<file path="config.mk">
export PLATFORM = sky130hd
export DESIGN_NAME = athos_trng_postproc
export DESIGN_NICKNAME = d
export VERILOG_FILES = /design/src/rtl/athos_trng_pp_pkg.sv /design/src/rtl/athos_trng_vn_debias.sv /design/src/rtl/athos_trng_postproc.sv
export SDC_FILE = /design/constraint.sdc
export NUM_CORES = 1
export LEC_CHECK = 0
export BUFFER_PORTS_ARGS = -buffer_cell sky130_fd_sc_hd__buf_2
export CAP_MARGIN = 20
export CORE_MARGIN = 1.5
export CORE_UTILIZATION = 39
export CTS_CLUSTER_DIAMETER = 30
export CTS_CLUSTER_SIZE = 40
export DETAILED_ROUTE_END_ITERATION = 8
export PLACE_DENSITY = 0.58
export SYNTH_ARGS = -nofsm -noshare
export SYNTH_HDL_FRONTEND = slang
export SYNTH_HIERARCHICAL = 1
export SYNTH_SLANG_ARGS = --single-unit
</file>
<file path="constraint.sdc">
create_clock -name clk_i -period 9.9 [get_ports clk_i]
set_input_delay 0.99 -clock clk_i [delete_from_list [all_inputs] [get_ports clk_i]]
set_output_delay 0.99 -clock clk_i [all_outputs]
set_load 0.01 [all_outputs]
</file>
<file path="src/rtl/athos_trng_pp_pkg.sv">
// Shared types and defaults for the ATHOS TRNG post-processing stage.
// Optional feature macro: ATHOS_TRNG_HEALTH_TEST_EN (repetition-count health test).
package athos_trng_pp_pkg;

  typedef enum logic [1:0] {
    IDLE    = 2'd0,
    COLLECT = 2'd1,
    FULL    = 2'd2,
    FAIL    = 2'd3
  } pp_state_t;

  localparam int N_BITS_KEY_DEFAULT = 128;
  localparam int REP_CUTOFF_DEFAULT = 32;

endpackage

</file>
<file path="src/rtl/athos_trng_vn_debias.sv">
// Von Neumann debiaser: pairs accepted raw bits, emits the first bit of an
// unequal pair on the second bit's cycle, and emits nothing for equal pairs.
// flush returns the pair phase to "first bit" whenever collection stops.
module athos_trng_vn_debias (
  input  logic clk,
  input  logic rst,
  input  logic flush,
  input  logic in_valid,
  input  logic in_bit,
  output logic emit_valid,
  output logic emit_bit
);

  logic phase;
  logic first_bit;

  // Pair phase and stored first bit; flush wins over a bit arriving the same cycle.
  always_ff @(posedge clk or posedge rst) begin
    if (rst) begin
      phase     <= 1'b0;
      first_bit <= 1'b0;
    end else if (flush) begin
      phase <= 1'b0;
    end else if (in_valid) begin
      phase <= ~phase;
      if (!phase) first_bit <= in_bit;
    end
  end

  assign emit_valid = in_valid & phase & (first_bit != in_bit);
  assign emit_bit   = first_bit;

endmodule

</file>
<file path="src/rtl/athos_trng_postproc.sv">
// ATHOS TRNG post-processing top: von Neumann debiasing, key assembly and a
// valid/ready key interface. The repetition-count health test and FAIL state
// exist only when ATHOS_TRNG_HEALTH_TEST_EN is defined; otherwise
// health_fail_o is tied low and REP_CUTOFF is accepted but unused.
module athos_trng_postproc
  import athos_trng_pp_pkg::*;
#(
  parameter int N_BITS_KEY = N_BITS_KEY_DEFAULT,
  parameter int REP_CUTOFF = REP_CUTOFF_DEFAULT
) (
  input  logic                  clk_i,
  input  logic                  rst_i,
  input  logic                  enable_i,
  input  logic                  clear_i,
  input  logic                  raw_bit_i,
  input  logic                  raw_valid_i,
  output logic [N_BITS_KEY-1:0] key_o,
  output logic                  key_valid_o,
  input  logic                  key_ready_i,
  output logic                  health_fail_o,
  output logic                  busy_o
);

  localparam int CNT_W = $clog2(N_BITS_KEY + 1);

  if (N_BITS_KEY < 2 || REP_CUTOFF < 2) begin : g_bad_params
    $error("athos_trng_postproc: N_BITS_KEY and REP_CUTOFF must both be >= 2");
  end

  pp_state_t              state;
  pp_state_t              next_state;
  logic [CNT_W-1:0]       bit_count;
  logic [N_BITS_KEY-1:0]  key_reg;
  logic                   accept;
  logic                   handshake;
  logic                   flush;
  logic                   emit_valid;
  logic                   emit_bit;
  logic                   key_done;
  logic                   fail_hit;

  assign accept    = (state == COLLECT) && raw_valid_i;
  assign handshake = key_valid_o && key_ready_i;
  assign flush     = (state == COLLECT) && (next_state != COLLECT);
  assign key_done  = emit_valid && (bit_count == CNT_W'(N_BITS_KEY - 1));

  athos_trng_vn_debias u_debias (
    .clk        (clk_i),
    .rst        (rst_i),
    .flush      (flush),
    .in_valid   (accept),
    .in_bit     (raw_bit_i),
    .emit_valid (emit_valid),
    .emit_bit   (emit_bit)
  );

`ifdef ATHOS_TRNG_HEALTH_TEST_EN
  localparam int REP_W = $clog2(REP_CUTOFF + 1);

  logic [REP_W-1:0] rep_count;
  logic [REP_W-1:0] rep_next;
  logic             last_bit;

  // Run length the current accepted bit would produce; a zero count means
  // no bit has been accepted since leaving IDLE.
  always_comb begin
    rep_next = REP_W'(1);
    if (rep_count != '0 && raw_bit_i == last_bit) rep_next = rep_count + REP_W'(1);
  end

  assign fail_hit = accept && (rep_next == REP_W'(REP_CUTOFF));

  // Run counter over accepted raw bits, restarted whenever the FSM sits in IDLE.
  always_ff @(posedge clk_i or posedge rst_i) begin
    if (rst_i) begin
      rep_count <= '0;
      last_bit  <= 1'b0;
    end else if (clear_i || state == IDLE) begin
      rep_count <= '0;
    end else if (accept) begin
      rep_count <= rep_next;
      last_bit  <= raw_bit_i;
    end
  end
`else
  assign fail_hit = 1'b0;
`endif

  // State register.
  always_ff @(posedge clk_i or posedge rst_i) begin
    if (rst_i) state <= IDLE;
    else       state <= next_state;
  end

  // Next state: clear beats everything, then enable drop, then health failure, then key completion.
  always_comb begin
    next_state = state;
    case (state)
      IDLE: begin
        if (enable_i) next_state = COLLECT;
      end
      COLLECT: begin
        if (!enable_i)     next_state = IDLE;
        else if (fail_hit) next_state = FAIL;
        else if (key_done) next_state = FULL;
      end
      FULL: begin
        if (handshake) next_state = enable_i ? COLLECT : IDLE;
      end
      FAIL: begin
        next_state = FAIL;
      end
      default: next_state = IDLE;
    endcase
    if (clear_i) next_state = IDLE;
  end

  // Key assembly: emitted bit k lands in key bit k; a discarded partial key only resets the counter.
  always_ff @(posedge clk_i or posedge rst_i) begin
    if (rst_i) begin
      bit_count <= '0;
      key_reg   <= '0;
    end else begin
      if (next_state == IDLE || next_state == FAIL || handshake) begin
        bit_count <= '0;
      end else if (emit_valid) begin
        bit_count <= bit_count + CNT_W'(1);
      end
      if (emit_valid && (next_state == COLLECT || next_state == FULL)) begin
        for (int i = 0; i < N_BITS_KEY; i++) begin
          if (bit_count == CNT_W'(i)) key_reg[i] <= emit_bit;
        end
      end
    end
  end

  // Registered status outputs mirror the state being entered.
  always_ff @(posedge clk_i or posedge rst_i) begin
    if (rst_i) begin
      key_valid_o <= 1'b0;
      busy_o      <= 1'b0;
    end else begin
      key_valid_o <= (next_state == FULL);
      busy_o      <= (next_state == COLLECT);
    end
  end

`ifdef ATHOS_TRNG_HEALTH_TEST_EN
  // Sticky failure flag, held while the FSM stays in FAIL.
  always_ff @(posedge clk_i or posedge rst_i) begin
    if (rst_i) health_fail_o <= 1'b0;
    else       health_fail_o <= (next_state == FAIL);
  end
`else
  assign health_fail_o = 1'b0;
`endif

  assign key_o = key_reg;

endmodule

</file>
======== Word-level counts from Yosys, hierarchy flattened ========
Cells that the tools add are included.
cells by class
  add/sub/neg operators ................... 1
  equality and inequality tests ........... 135
  mux-type cells .......................... 11
  bitwise gates (word level) .............. 4
  reductions and logical operators ........ 142
operators by type and width
  kind                   count
  $eq A8 B7 Y1 const B   64
  $eq A8 B6 Y1 const B   32
  $reduce_and A2 Y1      128
  $eq A8 B5 Y1 const B   16
  $eq A8 B4 Y1 const B   8
  $eq A8 B3 Y1 const B   4
  $eq A8 B2 Y1 const B   2
  $mux W8                2
  $mux W2                5
  $add A8 B1 Y8 const B  1
  $eq A2 B2 Y1 const B   4
  $eq A8 B1 Y1 const B   1
  $logic_not A8 Y1       1
  $pmux W2 S4            1
  $logic_and A1 B1 Y1    5
  $eq A2 B1 Y1 const B   2
  $logic_not A2 Y1       2
  $reduce_bool A2 Y1     2
  $logic_or A1 B1 Y1     3
  $mux W1                3
  $reduce_and A3 Y1      1
  $and A1 B1 Y1          2
  $ne A2 B1 Y1 const B   1
  $not A1 Y1             2
  $ne A1 B1 Y1           1
word-level totals
  flip-flop bits (word level) ............. 142
  input port bits ......................... 7
  output and inout port bits .............. 131
  logic and storage cells ................. 427

======== Longest topological paths before layout ========
  word-level depth ........................ 13
  mapped depth ............................ 13
  mapped depth without buffers ............ 10

======== Cells and area by module ========
The synthesis kept the hierarchy.
modules (own cells, without submodules)
  module                times used  cells each  area each (µm²)  sequential area each (µm²)
  athos_trng_postproc   1           542         6,707.7          3,503.4
  athos_trng_vn_debias  1           9           110.1            50.0

======== Worst setup path before layout ========
Ideal clock, no wire load.
  path kind ............................... input-to-reg
  start ................................... input raw_valid_i
  end ..................................... register key_reg[18], in the netlist key_o[18]
  library setup time ...................... 128 ps
  arrival ................................. 3,934 ps
  data required time ...................... 9,772 ps
  path slack .............................. 5,838 ps
  cell stages on the path ................. 11
  path buffers ............................ 2
  cells stage by stage .................... and2_1 and3_2 buf_2 nand4_1 or4_1 a21o_1 ha_1 nand3b_1 buf_2 nor3_1 mux2_1
between the ends
  longest elaborated chain between the ends .. 12
  elaborated cells between the ends (all ways) .. 13
  classes of those cells .................. eq/ne: 2; mux: 4; bitwise: 2; reduce/logical: 5
ends and longest elaborated chain
  what                                                 line                        RTL
  from (decl)                                          athos_trng_postproc.sv:16   input logic raw_valid_i,
  $logic_and A1 B1 Y1 *                                athos_trng_postproc.sv:42   assign accept = (state == COLLECT) && raw_valid_i;
  $and A1 B1 Y1 * (2 in a row)                         athos_trng_vn_debias.sv:30  assign emit_valid = in_valid & phase & (first_bit != in_bit);
  named net emit_valid                                 athos_trng_postproc.sv:37   logic emit_valid;
  $logic_and A1 B1 Y1                                  athos_trng_postproc.sv:45   assign key_done = emit_valid && (bit_count == CNT_W'(N_BITS_KEY - 1));
  $mux W2                                              athos_trng_postproc.sv:105  else if (key_done) next_state = FULL;
  $mux W2                                              athos_trng_postproc.sv:103  if (!enable_i) next_state = IDLE;
  $pmux W2 S4                                          athos_trng_postproc.sv:98   case (state)
  $mux W2                                              athos_trng_postproc.sv:115  if (clear_i) next_state = IDLE;
  $eq A2 B1 Y1 / $eq A2 B2 Y1 (equally long branches)  athos_trng_postproc.sv:129  if (emit_valid && (next_state == COLLECT || next_state == FULL)) begin
  $logic_or A1 B1 Y1                                   athos_trng_postproc.sv:129
  $logic_and A1 B1 Y1 *                                athos_trng_postproc.sv:129
  $reduce_and A2 Y1 (no line) *                        --
  to (signal, indexed assignment)                      athos_trng_postproc.sv:131  if (bit_count == CNT_W'(i)) key_reg[i] <= emit_bit;
  to (decl)                                            athos_trng_postproc.sv:33   logic [N_BITS_KEY-1:0] key_reg;
Mark *: on every way through the listed nets, which the timed path passes. The rest lies on a longest branch.
A chain may end at the register's enable or synchronous reset.

======== Worst setup path after layout ========
  start ................................... register u_debias.first_bit, in the netlist u_debias/emit_bit
  end ..................................... register key_reg[121], in the netlist key_o[121]
between the ends
  longest elaborated chain between the ends .. 11
  elaborated cells between the ends (all ways) .. 12
  classes of those cells .................. eq/ne: 3; mux: 4; bitwise: 1; reduce/logical: 4
ends and longest elaborated chain
  what                                                 line                        RTL
  from (decl)                                          athos_trng_vn_debias.sv:15  logic first_bit;
  from (signal assigned)                               athos_trng_vn_debias.sv:26  if (!phase) first_bit <= in_bit;
  $ne A1 B1 Y1 *                                       athos_trng_vn_debias.sv:30
  $and A1 B1 Y1 *                                      athos_trng_vn_debias.sv:30
  named net emit_valid                                 athos_trng_postproc.sv:37
  $logic_and A1 B1 Y1                                  athos_trng_postproc.sv:45
  $mux W2                                              athos_trng_postproc.sv:105
  $mux W2                                              athos_trng_postproc.sv:103
  $pmux W2 S4                                          athos_trng_postproc.sv:98
  $mux W2                                              athos_trng_postproc.sv:115
  $eq A2 B1 Y1 / $eq A2 B2 Y1 (equally long branches)  athos_trng_postproc.sv:129
  $logic_or A1 B1 Y1                                   athos_trng_postproc.sv:129
  $logic_and A1 B1 Y1 *                                athos_trng_postproc.sv:129
  $reduce_and A2 Y1 (no line) *                        --
Marks and branches as above.

==> impl_metrics.prom <==
# TYPE chip_impl_metric gauge
chip_impl_metric{name="postSynthNetCount",unit=""} 564
chip_impl_metric{name="cts_num_sinks",unit=""} 142
chip_impl_metric{name="vias",unit=""} 4629
chip_impl_metric{name="diodes",unit=""} 0
chip_impl_metric{name="clockBufferDepth",unit=""} 2
chip_impl_metric{name="synth_cells",unit=""} 551
chip_impl_metric{name="grt_util_all_layers",unit="%"} 18.7
chip_impl_metric{name="portion_of_the_post_synthesis_area_used_by_sequential_elements",unit="%"} 52.1
chip_impl_metric{name="setup-violations-final",unit=""} 0
chip_impl_metric{name="transition_time_of_the_tightest_slew_check_pin",unit="ns"} 1.05
chip_impl_metric{name="fin_cells",unit=""} 890
chip_impl_metric{name="finalNetCount",unit=""} 665
chip_impl_info{name="cts_tree",value="built"} 1
chip_impl_metric{name="detailedRoute.firstPassIterationCount",unit=""} 4
chip_impl_metric{name="ioPinCount",unit=""} 138
chip_impl_info{name="standard_cell_with_the_maximum_stage_delay_on_the_critical_path",value="sky130_fd_sc_hd__dfrtp_4"} 1
chip_impl_metric{name="synth_xor_area_share",unit="%"} 0.771
chip_impl_metric{name="clock.fmax",unit="MHz"} 222
chip_impl_metric{name="first_global_vias",unit=""} 4753
chip_impl_info{name="worstHoldPathType",value="in2async"} 1
chip_impl_info{name="type_of_the_worst_setup_path",value="reg2reg"} 1
chip_impl_metric{name="multi_input_area",unit="mm2"} 0.00295
chip_impl_metric{name="die_x",unit="um"} 135
chip_impl_info{name="cts_root_buffer",value="sky130_fd_sc_hd__clkbuf_16"} 1
chip_impl_metric{name="floorplan.initialDensity",unit="%"} 39.7
chip_impl_metric{name="crit_arrival",unit="ns"} 4.80
chip_impl_metric{name="htree_num_levels",unit=""} 4
chip_impl_metric{name="dp.final_hpwl",unit="um"} 10400
chip_impl_metric{name="ys_seq_elements",unit=""} 142
chip_impl_metric{name="drc",unit=""} 0
chip_impl_metric{name="ant_nets",unit=""} 0
chip_impl_info{name="worst_setup_path_end_kind",value="register"} 1
chip_impl_metric{name="routed_wire_length_per_instance",unit="um"} 18.2
chip_impl_info{name="crit_path_start_kind",value="register"} 1
chip_impl_metric{name="syn-mean-instance-area",unit="um2"} 12.4
chip_impl_metric{name="register_area",unit="mm2"} 0.00356
chip_impl_metric{name="floorplan.die.height",unit="um"} 135
chip_impl_metric{name="routed_via_count_divided_by_cell_count",unit=""} 5.20
chip_impl_info{name="unrepaired_setup_endpoints_after_global_routing",value="false"} 1
chip_impl_metric{name="row_count",unit=""} 48
chip_impl_metric{name="syn_to_final_growth",unit="%"} 19.8
chip_impl_metric{name="final_min_period_over_clock_period",unit="%"} 45.5
chip_impl_metric{name="yosysWarningCount",unit=""} 6
chip_impl_metric{name="peakVddDrop",unit="mV"} 0.133
chip_impl_info{name="ys_dominant_reg_cell",value="sky130_fd_sc_hd__dfrtp_1"} 1
chip_impl_metric{name="slowest_delay",unit="ns"} 0.80
chip_impl_metric{name="timing.critical_path.required",unit="ns"} 10.19
chip_impl_metric{name="synth_fa_ha_area_share",unit="%"} 1.10
chip_impl_metric{name="min_period",unit="ns"} 4.50
chip_impl_metric{name="synth_edf_count",unit=""} 0
chip_impl_metric{name="postCtsSetupBuffers",unit=""} 0
chip_impl_metric{name="mux_contribution_to_synthesized_area",unit="%"} 21.5
chip_impl_metric{name="final.setup.tns",unit="ns"} 0
chip_impl_metric{name="globalRouteOverflowTotal",unit=""} 0
chip_impl_info{name="layout_common_cells",value="141 x sky130_fd_sc_hd__dfrtp_1, 136 x sky130_fd_sc_hd__buf_2, 97 x sky130_fd_sc_hd__mux2_1, 58 x sky130_fd_sc_hd__nor3_1, 40 x sky130_fd_sc_hd__nor3_2"} 1
chip_impl_metric{name="synth_cell_types",unit=""} 46
chip_impl_metric{name="report.final.hold_viol_count",unit=""} 0
chip_impl_metric{name="clkTransAtPathRegs",unit="ns"} 0.06
chip_impl_metric{name="fp.dieArea",unit="mm2"} 0.0183
chip_impl_info{name="synth_top_family_by_area",value="multiplexers"} 1
chip_impl_metric{name="cell_area_synth",unit="mm2"} 0.00682
chip_impl_metric{name="relSlewSlack",unit="%"} 30.0
chip_impl_metric{name="synth_compound_gate_area_share",unit="%"} 1.23
chip_impl_metric{name="port_buffers",unit=""} 136
chip_impl_metric{name="async_flop_share",unit="%"} 100
chip_impl_metric{name="placed_cells_incl_taps",unit=""} 856
chip_impl_metric{name="report.final.slew_viol_count",unit=""} 0
chip_impl_metric{name="cts_hold_buf",unit=""} 0
chip_impl_info{name="critical_path_cell_list",value="buf_12 > xor2_1 > and3_2 > nand4_1 > or4_1 > a21o_1 > ha_1 > nand3b_1 > nor3_1 > mux2_2"} 1
chip_impl_metric{name="grt_antenna_before_repair",unit=""} 0
chip_impl_metric{name="clock-skew-final",unit="ns"} 0.0187
chip_impl_metric{name="clk-insertion-delay-late",unit="ns"} 0.42
chip_impl_metric{name="max_cap_violations",unit=""} 0
chip_impl_metric{name="place.gp.congestion",unit=""} 0.764
chip_impl_metric{name="grt_first_pass_wirelength",unit="um"} 26200
chip_impl_metric{name="leakage_power",unit="nW"} 4.10
chip_impl_metric{name="cts_made_buffers",unit=""} 17
chip_impl_metric{name="drtIter0Drc",unit=""} 209
chip_impl_info{name="outcome",value="finished clean"} 1
chip_impl_metric{name="n_fill_cell",unit=""} 1633
chip_impl_metric{name="wl",unit="um"} 16200
chip_impl_metric{name="design.core.area",unit="mm2"} 0.0172
chip_impl_metric{name="grt_max_degree",unit=""} 131
chip_impl_metric{name="path_max_fanout",unit=""} 69
chip_impl_metric{name="postCtsResizedCells",unit=""} 0
chip_impl_metric{name="synthSimpleGateAreaFrac",unit="%"} 18.6
chip_impl_metric{name="final_layout_size_suffix_gt1_share",unit="%"} 38.0
chip_impl_info{name="layout.cells.most_common",value="sky130_fd_sc_hd__dfrtp_1"} 1
chip_impl_metric{name="power.density",unit="mW/mm2"} 166
## layer usage
metal  global-route usage (%)  share of wire [%]  vias to the layer above  routed length [um]
li1                         -                  -                     2181                   -
met2                     30.6                 49                      110                7910
met3                     4.00                4.3                       12                 696
met5                        0                  0                        -                   0
met1                     25.2                 46                     2326                7480
met4                     4.90               0.75                        0                 121
## synth_stat cells (4+ instances only)
library cell | count | area share [%]
sky130_fd_sc_hd__dfrtp_1 | 142 | 52
sky130_fd_sc_hd__mux2_2 | 31 | 5.1
sky130_fd_sc_hd__nor3_1 | 58 | 4.3
sky130_fd_sc_hd__clkbuf_1 | 38 | 2.1
sky130_fd_sc_hd__nor3_2 | 40 | 5.9
sky130_fd_sc_hd__buf_2 | 15 | 1.1
sky130_fd_sc_hd__nand2_1 | 7 | 0.39
sky130_fd_sc_hd__xor2_1 | 4 | 0.51
sky130_fd_sc_hd__nand3_1 | 16 | 1.2
sky130_fd_sc_hd__nand3b_1 | 4 | 0.44
sky130_fd_sc_hd__nor2_1 | 9 | 0.50
sky130_fd_sc_hd__nand2b_1 | 4 | 0.37
sky130_fd_sc_hd__mux2_1 | 97 | 16
sky130_fd_sc_hd__nor2b_1 | 5 | 0.46
sky130_fd_sc_hd__buf_6 | 6 | 0.99
sky130_fd_sc_hd__inv_1 | 4 | 0.22
sky130_fd_sc_hd__ha_1 | 6 | 1.1
sky130_fd_sc_hd__nand4_1 | 16 | 1.5
sky130_fd_sc_hd__a21oi_1 | 5 | 0.37
## sequential cells by signal (all words and copies together) (netlist names)
signal             count
key_o                128
bit_count              8
busy_o                 1
u_debias/phase         1
key_valid_o            1
state                  2
u_debias/emit_bit      1
## final timing paths
kind                                                from                       endpoint  slack, ns  depth (start not counted)
min reg2reg                         key_o[4]$_DFFE_PP0P_           key_o[4]$_DFFE_PP0P_       0.48                          1
min in group clk_i                  key_o[4]$_DFFE_PP0P_           key_o[4]$_DFFE_PP0P_       0.48                          1
max                        u_debias/emit_bit$_DFFE_PP0P_         key_o[121]$_DFFE_PP0P_       5.40                         10
max in group asynchronous                          rst_i          key_o[27]$_DFFE_PP0P_       7.84                          3
min                                                rst_i  u_debias/emit_bit$_DFFE_PP0P_       0.45                          2
max reg2reg                u_debias/emit_bit$_DFFE_PP0P_         key_o[121]$_DFFE_PP0P_       5.40                         10
## per-stage QoR
stage / power, mW / setup WS (ns) / hold slack, ns / utilization (%) / area, um2
4_1_cts: 1.36 / 5.26 / 0.432 / 47.3 / 8120
6_report: 1.35 / 5.40 / 0.446 / 47.6 / 8170
2_1_floorplan: 0.691 / 5.16 / 0.529 / - / 6820
3_5_place_dp: 0.718 / 5.27 / 0.470 / 43.8 / 7530
5_1_grt: 1.42 / 5.04 / 0.432 / 47.6 / 8170
3_3_place_gp: 0.714 / 5.35 / 0.464 / 43.8 / 7530
## power breakdown
group          leakage (nW)  total, mW  switching [mW]  internal [mW]
Sequential             1.98      0.627          0.0386          0.589
Combinational          1.84     0.0883          0.0618         0.0266
Clock                 0.282      0.637           0.237          0.400
Total                  4.10       1.35           0.338           1.02
## cell type report
| class | instances | share of cell area [%] |
|---|---|---|
| repair buffers | 143 | 9.37 |
| clock buffers | 20 | 5.47 |
| clock inverters | 12 | 1.78 |
| inverters | 4 | 0.245 |
| well taps | 225 | 3.45 |
| flip-flops and latches | 142 | 43.5 |
| multi-input cells | 344 | 36.1 |
## logic make-up (layout without fill, tap and decap cells)
kind of cell / Yosys count / in the layout
compound gates: 13 / 13
buf+inv: 65 / 179
flops: 142 / 142
other cells: 1 / 1
fa+ha+maj: 6 / 6
xor+xnor: 6 / 6
simple gates: 188 / 188
mux: 130 / 130
## worst max-delay path, delay by kind of cell (launching register included)
family	cells	cell delay [ns]
AOI/OAI and AO/OA	1	0.20
xor gates and xnor gates	1	0.16
adders and majority gates	1	0.38
buffers and inverters	1	0.31
DFF	1	0.80
muxes	1	0.37
and+or+nand+nor	5	2.14
Note: power is estimated with default switching activity, not from simulation.
